`src/rtl/fir_mac_sched.sv`:
```
// Round-robin scheduler sharing one MAC datapath between left/right FIR jobs.
// Optional FIR_SCHED_PIPE_EN adds a DRAIN state for a synchronous-read coefficient ROM.
module fir_mac_sched #(
  parameter int unsigned NUM_TAPS = 32,
  parameter int unsigned ADDR_W   = 5
) (
  input  logic              clk,
  input  logic              rst,
  input  logic              req_lft,
  input  logic              req_rght,
  output logic [ADDR_W-1:0] addr,
  output logic              ch_sel,
  output logic              clr_acc,
  output logic              acc_en,
  output logic              vld_lft,
  output logic              vld_rght,
  output logic              busy,
  output logic              ovr_err
);

`ifdef FIR_SCHED_PIPE_EN
  typedef enum logic [4:0] {
    StIdle  = 5'b00001,
    StClr   = 5'b00010,
    StMac   = 5'b00100,
    StDone  = 5'b01000,
    StDrain = 5'b10000
  } state_e;
`else
  typedef enum logic [3:0] {
    StIdle = 4'b0001,
    StClr  = 4'b0010,
    StMac  = 4'b0100,
    StDone = 4'b1000
  } state_e;
`endif

  localparam logic [ADDR_W-1:0] LastTap = ADDR_W'(NUM_TAPS - 1);

  state_e state;
  logic   pend_l, pend_r;
  logic   last_grant;  // 1 = right was served last
  logic   grant_l, grant_r;

  always_comb begin
    grant_r = (state == StIdle) && pend_r && (!pend_l || !last_grant);
    grant_l = (state == StIdle) && pend_l && !grant_r;
  end

  always_ff @(posedge clk or posedge rst) begin
    if (rst) begin
      state      <= StIdle;
      pend_l     <= 1'b0;
      pend_r     <= 1'b0;
      last_grant <= 1'b1;
      addr       <= '0;
      ch_sel     <= 1'b0;
      clr_acc    <= 1'b0;
      acc_en     <= 1'b0;
      vld_lft    <= 1'b0;
      vld_rght   <= 1'b0;
      busy       <= 1'b0;
      ovr_err    <= 1'b0;
    end else begin
      // A req coinciding with its grant re-arms the flag, keeping the new job.
      pend_l <= req_lft | (pend_l & ~grant_l);
      pend_r <= req_rght | (pend_r & ~grant_r);
      if ((req_lft & pend_l & ~grant_l) | (req_rght & pend_r & ~grant_r)) ovr_err <= 1'b1;

      clr_acc  <= 1'b0;
      vld_lft  <= 1'b0;
      vld_rght <= 1'b0;
`ifdef FIR_SCHED_PIPE_EN
      acc_en   <= (state == StMac);
`endif

      case (state)
        StIdle: begin
          if (grant_l || grant_r) begin
            state      <= StClr;
            ch_sel     <= grant_r;
            last_grant <= grant_r;
            clr_acc    <= 1'b1;
            busy       <= 1'b1;
          end
        end
        StClr: begin
          state <= StMac;
          addr  <= '0;
`ifndef FIR_SCHED_PIPE_EN
          acc_en <= 1'b1;
`endif
        end
        StMac: begin
          if (addr == LastTap) begin
            addr <= '0;
`ifdef FIR_SCHED_PIPE_EN
            state <= StDrain;
`else
            state    <= StDone;
            acc_en   <= 1'b0;
            vld_lft  <= ~ch_sel;
            vld_rght <= ch_sel;
`endif
          end else begin
            addr <= addr + 1'b1;
          end
        end
`ifdef FIR_SCHED_PIPE_EN
        StDrain: begin
          state    <= StDone;
          vld_lft  <= ~ch_sel;
          vld_rght <= ch_sel;
        end
`endif
        StDone: begin
          state <= StIdle;
          busy  <= 1'b0;
        end
        default: begin
          state <= StIdle;
          busy  <= 1'b0;
          addr  <= '0;
`ifndef FIR_SCHED_PIPE_EN
          acc_en <= 1'b0;
`endif
        end
      endcase
    end
  end

endmodule

```
`config.mk`:
```
export PLATFORM = sky130hd
export DESIGN_NAME = fir_mac_sched
export DESIGN_NICKNAME = d
export VERILOG_FILES = /design/src/rtl/fir_mac_sched.sv
export SDC_FILE = /design/constraint.sdc
export NUM_CORES = 1
export LEC_CHECK = 0
export ABC_AREA = 1
export BUFFER_PORTS_ARGS = -buffer_cell sky130_fd_sc_hd__buf_2
export CAP_MARGIN = 25
export CORE_MARGIN = 2
export CORE_UTILIZATION = 47
export CTS_CLUSTER_DIAMETER = 60
export DETAILED_ROUTE_END_ITERATION = 7
export MAX_ROUTING_LAYER = met4
export PLACE_DENSITY_LB_ADDON = 0.12
export SYNTH_ARGS = -nofsm -noshare
export SYNTH_HDL_FRONTEND = slang
export SYNTH_SLANG_ARGS = --single-unit
export TNS_END_PERCENT = 1
```
`constraint.sdc`:
```
create_clock -name clk -period 1.4 [get_ports clk]
set_clock_uncertainty 0.15 [all_clocks]
set_input_delay 0.14 -clock clk [delete_from_list [all_inputs] [get_ports clk]]
set_output_delay 0.14 -clock clk [all_outputs]
set_load 0.1 [all_outputs]
```
==> results.json, run 1 <==
{
  "path_cells": "ha_4 > nand2_2 > nor2_1 > ha_2 > inv_4 > nand3_2 > o21ai_2",
  "synth-simple-area-share_pct": 28.0,
  "yosysWarnings": 0,
  "cts_tree": "yes",
  "p_leak_nw": 0.589,
  "finalSetupTns_ps": -383,
  "io_pins": 16,
  "cts.sinks": 19,
  "finalCritPeriodShare_pct": 106,
  "rsz0062_at_grt": "yes",
  "endpoint_kind": "flop",
  "synth_cell_type_count": 18,
  "area_growth_pct": 41.2,
  "cp_data_arrival_time_ps": 1560,
  "maxSlewViolCount": 0,
  "status": "finished with violations",
  "grt_max_degree": 20,
  "start_kind": "flop",
  "crit_path_max_fanout": 7,
  "port-buffer-count": 15,
  "clock-root-buffer": "clkbuf_4",
  "worstSkewPairLatency_ps": 290,
  "row_count": 15,
  "initial_utilization_pct": 48.9,
  "async_flop_share_pct": 100,
  "cts_buffers": 3,
  "period_needed_ps": 1490,
  "ir_drop_uv": 1440,
  "power.density_nw_per_um2": 2060,
  "worstPathRequired_ps": 1470,
  "yosys.area.top_type": "dfrtp_1",
  "globalplace.congestion": 0.822,
  "grt.total_usage_pct": 17.6,
  "avgSynthCellArea_um2": 8.71,
  "violations": "negative setup slack",
  "ys_seq_area_share_pct": 57.2,
  "holdWs_ps": 256,
  "setup_viol": 9,
  "p_total_mw": 2.43,
  "fin_ws_ps": -90.5,
  "syn_inst": 96,
  "ys_top_cells_by_count": "nand2_1, dfrtp_1, inv_1, nand3_1, nor2_1",
  "ys_seq_elements": 19,
  "num_vias": 701,
  "max_cap_viol_count": 0,
  "synth.most_common_cell": "nand2_1",
  "final_nets": 131,
  "synth_compound_area_share_pct": 5.99,
  "grt_pass1_wl_um": 2570,
  "synth_top_area_share_pct": 50.9,
  "synth_top_family_by_area": "simple AND/OR/NAND/NOR gates",
  "drc_errors": 0,
  "firstDrtPassIters": 3,
  "hold_viol": 0,
  "syn_nets": 102,
  "routed_wl_um": 1620,
  "drive_gt1_share_pct": 37.9,
  "drt_iter0_markers": 3,
  "diodes": 0,
  "core-area_um2": 1710,
  "synth_area_um2": 836,
  "antenna_found_initial": 0,
  "ys.flop_type": "dfrtp_1",
  "dp_hpwl_um": 1180,
  "clock.fmax_mhz": 671,
  "htreeDepth": 1,
  "synth_edf_count": 0,
  "ant_nets": 0,
  "dieArea_um2": 2130,
  "overflow": 0,
  "grt_pass1_vias": 642,
  "slowest_stage": "dfrtp_4",
  "clk_path_buf_depth": 2,
  "synth-xor-area-share_pct": 0,
  "synth_fa_ha_area_share_pct": 2.99,
  "die_height_um": 46.2,
  "vias_per_cell": 4.70,
  "clkTransAtPathRegs_ps": 110,
  "dpl_worst_slack_ps": -94.0,
  "ys_top_cells_by_area": "dfrtp_1, nand2_1, dfstp_2",
  "die_w_um": 46.2,
  "synthMuxAreaShare_pct": 0,
  "hp-class": "in2async",
  "rrSetupSlack_ps": -90,
  "worst_pin_slew_ps": 485,
  "slowest_delay_ps": 510,
  "wl_per_cell_um": 10.9,
  "path_class": "reg2reg",
  "max_slew_margin_pct": 67.9
}
## cells by family after synthesis
kind of cell / Yosys count
adders and majority gates: 2
and+or+nand+nor: 53
DFF: 19
AOI/OAI and AO/OA: 9
buffers and inverters: 13
## final cells by class
type | count | area [µm²]
Sequential cell | 19 | 489
Fill cell | 128 | 528
Timing Repair Buffer | 24 | 223
Inverter | 13 | 51.3
Tap cell | 25 | 31.3
Clock buffer | 4 | 26.3
Multi-Input combinational cell | 64 | 359
## flip-flops by register name (all words and copies together) (netlist names)
signal / count
addr: 5
state: 4
ch_sel: 1
clr_acc: 1
last_grant: 1
busy: 1
pend_l: 1
pend_r: 1
acc_en: 1
ovr_err: 1
vld_rght: 1
vld_lft: 1
## power by group
| group | switching, mW | internal, mW | leakage [nW] |
|---|---|---|---|
| clock network | 0.162 | 0.111 | 0.0150 |
| registers | 0.105 | 0.732 | 0.228 |
| logic | 0.980 | 0.340 | 0.346 |
| total | 1.25 | 1.18 | 0.589 |
## critical path, delay by kind of cell, from the launching register on
family                   cells  cell delay, ps
flip-flops                   1             510
AO/OA/AOI/OAI                1             130
buffers and inverters        1              90
AND/OR/NAND/NOR              3             190
adder cells (fa/ha/maj)      2             360
## path summary, 6_finish.rpt
| path | startpoint | end | cells past startpoint |
|---|---|---|---|
| min in group clk | last_grant | last_grant | 2 |
| setup / recovery | addr[0] | addr[3] | 7 |
| setup reg to reg | addr[0] | addr[3] | 7 |
| max in group asynchronous | rst | state[0] | 4 |
| hold reg to reg | last_grant | last_grant | 2 |
| hold / removal | rst | clr_acc | 4 |
## per-stage QoR
step	area [µm²]	cells	utilization [%]
finish	1180	149	69.1
global route	1180	149	69.1
CTS	1140	148	66.7
global placement	1080	141	63.0
detailed placement	1080	141	63.0
floorplan	872	96	-
## per-layer routing
layer / GRT usage, % / vias up / part of all wire, %
li1: - / 361 / -
met1: 21.9 / 330 / 44
met2: 27.2 / 8 / 54
met3: 2.75 / 2 / 1.4
met4: 9.71 / 0 / 0.86
met5: - / - / 0
## repair_timing
item                                    in CTS  in global routing
setup buffers                                0                  1
hold buffers                                 3                  0
pin swaps                                    1                  7
resized for setup                            4                  9
hold endpoints to repair                    22                  0
endpoints found under the setup margin      13                 18
cloned                                       0                  0
## cell usage in the layout, fill, tap and decap left out, drive strengths merged
| cell type | n |
|---|---|
| a21o | 2 |
| a21oi | 2 |
| buf | 18 |
| clkbuf | 7 |
| dfrtp | 17 |
| dfstp | 2 |
| dlygate4sd3 | 3 |
| ha | 2 |
| inv | 13 |
| nand2 | 31 |
| nand3 | 10 |
| nand4 | 2 |
| nor2 | 7 |
| nor3 | 2 |
| o21ai | 5 |
| or2 | 1 |
(Power assumes the default switching activity.)
==> inputs of run 2 (changes only) <==
Settings changed: CTS_BUF_LIST from default to sky130_fd_sc_hd__clkbuf_16.
==> results.json, run 2 (synthesized netlist as in run 1, its figures left out) <==
{
  "utilization_pct": 71.2,
  "drt_iter0_markers": 5,
  "antenna_found_initial": 0,
  "power.density_nw_per_um2": 2220,
  "port-buffer-count": 15,
  "dp_hpwl_um": 1180,
  "final_nets": 131,
  "core-area_um2": 1710,
  "num_vias": 707,
  "finalSetupTns_ps": -338,
  "start_kind": "flop",
  "cp_num_cells": 7,
  "grt_max_degree": 20,
  "clk_path_buf_depth": 2,
  "drc_errors": 0,
  "wl_per_cell_um": 11.4,
  "reg.largest.list": "addr: 5 flops, state: 4 flops",
  "top_register": "addr",
  "cp-startpoint": "addr[0]",
  "grt_pass1_wl_um": 2770,
  "drive_gt1_share_pct": 37.1,
  "endpoint_kind": "flop",
  "final.fill_count": 124,
  "vias_per_cell": 4.74,
  "rsz0062_at_grt": "yes",
  "ant_nets": 0,
  "cp_data_arrival_time_ps": 1510,
  "crit_path_max_fanout": 7,
  "path_buf_inv": 1,
  "ir_drop_uv": 1340,
  "worstSkewPairLatency_ps": 250,
  "globalplace.congestion": 0.822,
  "grt_pass1_vias": 665,
  "layout_commonest_cell": "nand2_1",
  "path_cells": "ha_4 > nand2_2 > nor2_1 > ha_2 > inv_4 > nand3_2 > o21ai_2",
  "cts.sinks": 19,
  "finalCritPeriodShare_pct": 107,
  "status": "finished with violations",
  "initial_utilization_pct": 48.9,
  "area_growth_pct": 45.5,
  "violations": "negative setup slack",
  "die_height_um": 46.2,
  "period_needed_ps": 1490,
  "r2r_end": "addr[3]",
  "worstPathRequired_ps": 1420,
  "placedCellCount": 141,
  "max_cap_viol_count": 0,
  "clock-root-buffer": "clkbuf_16",
  "diodes": 0,
  "grt.total_usage_pct": 18.9,
  "multi_input_area_um2": 355,
  "rr_worst_depth": 7,
  "max_slew_margin_pct": 67.8,
  "clkTransAtPathRegs_ps": 50,
  "fin_ws_ps": -91.3,
  "cts_tree": "yes",
  "cp_top_family": "flip-flops",
  "die_w_um": 46.2,
  "slowest_stage": "dfrtp_4",
  "slowest_delay_ps": 480,
  "largest_register_ffs": 5,
  "crit_path_end": "addr[3]",
  "maxSlewViolCount": 0,
  "io_pins": 16,
  "setup_viol": 6,
  "hp-class": "in2async",
  "row_count": 15,
  "worst_pin_slew_ps": 486,
  "hold_viol": 0,
  "fin_cells": 149,
  "p_leak_nw": 0.614,
  "final_cell_mix": "nand2_1, dfrtp_1, inv_1, buf_2, nand3_1",
  "routed_wl_um": 1700,
  "overflow": 0,
  "worstReg2RegStart": "addr[0]",
  "dieArea_um2": 2130,
  "cts_buffers": 3,
  "regArea_um2": 489,
  "rrSetupSlack_ps": -90,
  "clock.fmax_mhz": 671,
  "path_class": "reg2reg",
  "htreeDepth": 1,
  "firstDrtPassIters": 4
}
[run 2: cell type report]
| cell class | count | area share, % |
|---|---|---|
| clock inverter | 1 | 0.309 |
| multi-input combinational | 64 | 29.2 |
| sequential | 19 | 40.2 |
| timing repair buffer | 24 | 17.3 |
| inverter | 13 | 4.22 |
| clock buffer | 3 | 6.17 |
| tap | 25 | 2.57 |
[run 2: timing repair]
| item | 4_1_cts | 5_1_grt |
|---|---|---|
| hold buffers | 3 | 0 |
| gates cloned | 0 | 0 |
| buffers inserted | 1 | 0 |
| endpoints found under the hold margin | 19 | 0 |
| pin swaps | 0 | 4 |
| resized for setup | 2 | 5 |
| setup endpoints to repair | 7 | 14 |
[run 2: worst min path at each step]
stage               startpoint          to  slack (ps)
floorplan                  rst      acc_en         -60
global placement           rst      ch_sel          20
detailed placement         rst     vld_lft          20
CTS                        rst      pend_l         310
global route        last_grant  last_grant         340
finish                     rst      pend_l         310
[run 2: worst min-delay path, cell delays in order]
cell and delay, ps:
dlygate4sd3_1 540, buf_2 120, inv_1 40, buf_4 250
[run 2: where the power goes]
| group | internal [mW] | leakage (nW) | switching (mW) |
|---|---|---|---|
| logic | 0.313 | 0.344 | 0.974 |
| clock network | 0.379 | 0.0423 | 0.192 |
| registers | 0.734 | 0.228 | 0.102 |
[run 2: routing by layer]
layer	track usage, %	vias to the layer above	wire [µm]
met5	-	-	0
met4	7.43	0	12
met3	3.92	2	39
met2	30.3	10	902
met1	23.2	332	741
li1	-	363	-
[run 2: per-stage QoR]
stage | hold slack (ps) | total power [mW] | worst slack [ps] | area [µm²]
2_1_floorplan | -60.5 | 1.83 | -308 | 872
3_3_place_gp | 16.7 | 2.07 | -46.7 | 1080
3_5_place_dp | 22.9 | 2.09 | -94.0 | 1080
4_1_cts | 312 | 2.67 | -73.0 | 1190
5_1_grt | 340 | 2.85 | -146 | 1220
6_report | 308 | 2.69 | -91.3 | 1220
==> inputs of run 3 (changes only) <==
Settings changed: BUFFER_PORTS_ARGS -buffer_cell sky130_fd_sc_hd__buf_2 to default, CORE_UTILIZATION 47 to 53, DONT_BUFFER_PORTS from default to 1.
==> results.json, run 3 (synthesized netlist as in run 1, its figures left out) <==
{
  "status": "finished with violations",
  "violations": "negative setup slack",
  "max_cap_viol_count": 0,
  "power.density_nw_per_um2": 2410,
  "met1_usage_pct": 29.6,
  "final_cell_mix": "nand2_1, buf_4, dfrtp_1",
  "p_clk_share_pct": 21.5,
  "sw_frac_of_total_pct": 48.0,
  "grt_pass1_vias": 693,
  "io_pins": 16,
  "worst_pin_slew_ps": 602,
  "crit_path_end": "acc_en",
  "clkTransAtPathRegs_ps": 50,
  "core-area_um2": 1490,
  "reg.largest.list": "addr: 5 flops, state: 4 flops",
  "setup_viol": 7,
  "start_kind": "flop",
  "num_vias": 703,
  "hp-class": "in2async",
  "worstPathRequired_ps": 1440,
  "worstReg2RegStart": "addr[1]",
  "top_usage_layer": "met2",
  "port-buffer-count": 0,
  "dpl_worst_slack_ps": -89.1,
  "p_leak_nw": 0.578,
  "clock.fmax_mhz": 659,
  "rr_worst_depth": 9,
  "fin_ws_ps": -118,
  "drc_errors": 0,
  "worstSkewPairLatency_ps": 250,
  "layout_commonest_cell": "nand2_1",
  "row_count": 14,
  "path_class": "reg2reg",
  "endpoint_kind": "flop",
  "die_w_um": 43.7,
  "switching_power_mw": 1.31,
  "globalplace.congestion": 0.775,
  "cp_data_arrival_time_ps": 1560,
  "wl_per_cell_um": 14.2,
  "clk_path_buf_depth": 2,
  "multi_input_area_um2": 355,
  "drt_iter0_markers": 10,
  "antenna_found_initial": 0,
  "ir_drop_uv": 1460,
  "final.fill_count": 104,
  "grt.total_usage_pct": 24.8,
  "dp_hpwl_um": 1280,
  "initial_utilization_pct": 56.1,
  "top_register": "addr",
  "seqPwrFrac_pct": 30.7,
  "path_cells": "ha_4 > nand2_2 > nor2_1 > ha_2 > inv_4 > nand2_4 > nand3_2 > nand2_1 > nand2_1",
  "crit_path_max_fanout": 7,
  "r2r_end": "acc_en",
  "vias_per_cell": 5.25,
  "drive_gt1_share_pct": 33.9,
  "area_growth_pct": 36.1,
  "pwr-share-comb_pct": 47.8,
  "rrSetupSlack_ps": -120,
  "period_needed_ps": 1520,
  "max_slew_margin_pct": 59.8,
  "p_total_mw": 2.74,
  "p_int_mw": 1.42,
  "grt_pass1_wl_um": 3090,
  "holdWs_ps": 240,
  "ant_nets": 0,
  "crit_path_frequent_cell": "nand2_1",
  "slowest_delay_ps": 490,
  "cts_buffers": 3,
  "routed_wl_um": 1910,
  "cts.sinks": 19,
  "cp-startpoint": "addr[1]",
  "slowest_stage": "dfrtp_4",
  "cts_tree": "yes",
  "largest_register_ffs": 5,
  "clock-root-buffer": "clkbuf_16",
  "finalCritPeriodShare_pct": 108,
  "htreeDepth": 1,
  "path_buf_inv": 1,
  "grt_max_degree": 17,
  "overflow": 0,
  "met3_usage_pct": 6.25,
  "diodes": 0,
  "dieArea_um2": 1910,
  "cp_top_family": "flip-flops",
  "maxSlewViolCount": 0,
  "firstDrtPassIters": 4,
  "regArea_um2": 489,
  "final_nets": 125,
  "cp_num_cells": 9,
  "die_height_um": 43.7,
  "rsz0062_at_grt": "yes",
  "met2_usage_pct": 37.6,
  "hold_viol": 0
}
run 3: layout make-up:
class	instances	share of cell area, %
Timing Repair Buffer	18	12.5
Clock inverter	1	0.330
Sequential cell	19	43.0
Clock buffer	3	6.60
Multi-Input combinational cell	64	31.2
Inverter	13	4.51
Tap cell	16	1.76
run 3: power groups by stage:
stage / Combinational, mW / Clock (mW) / Sequential (mW)
3_5_place_dp: 1.24 / 0 / 0.847
2_1_floorplan: 0.504 / 0 / 1.32
3_3_place_gp: 1.21 / 0 / 0.844
5_1_grt: 1.40 / 0.602 / 0.861
4_1_cts: 1.26 / 0.591 / 0.839
6_report: 1.31 / 0.588 / 0.841
run 3: worst min-delay path by stage:
stage	startpoint	endpoint	slack, ps
6_report	rst	ch_sel	240
5_1_grt	rst	vld_lft	340
4_1_cts	rst	vld_lft	270
3_5_place_dp	rst	vld_lft	-20
3_3_place_gp	rst	vld_lft	-30
2_1_floorplan	rst	acc_en	-60
run 3: metrics by stage:
step | instances | utilization, % | instance area, µm² | TNS [ps]
2_1_floorplan | 96 | - | 872 | -2100
3_5_place_dp | 126 | 67.0 | 997 | -331
4_1_cts | 134 | 75.6 | 1130 | -278
5_1_grt | 134 | 76.4 | 1140 | -941
6_report | 134 | 76.4 | 1140 | -352
3_3_place_gp | 126 | 67.0 | 997 | -182
run 3: per-layer routing:
| layer | wire, µm | vias up |
|---|---|---|
| met3 | 75 | 7 |
| met5 | 0 | - |
| met2 | 976 | 13 |
| met1 | 787 | 332 |
| met4 | 65 | 0 |
| li1 | - | 351 |
run 3: what timing repair did:
action / 4_1_cts / 5_1_grt
gates cloned: 0 / 0
endpoints found under the hold margin: 16 / 0
buffers inserted: 1 / 0
setup endpoints to repair: 9 / 14
pin swaps: 7 / 0
gates resized for setup: 4 / 3
hold buffers: 3 / 0
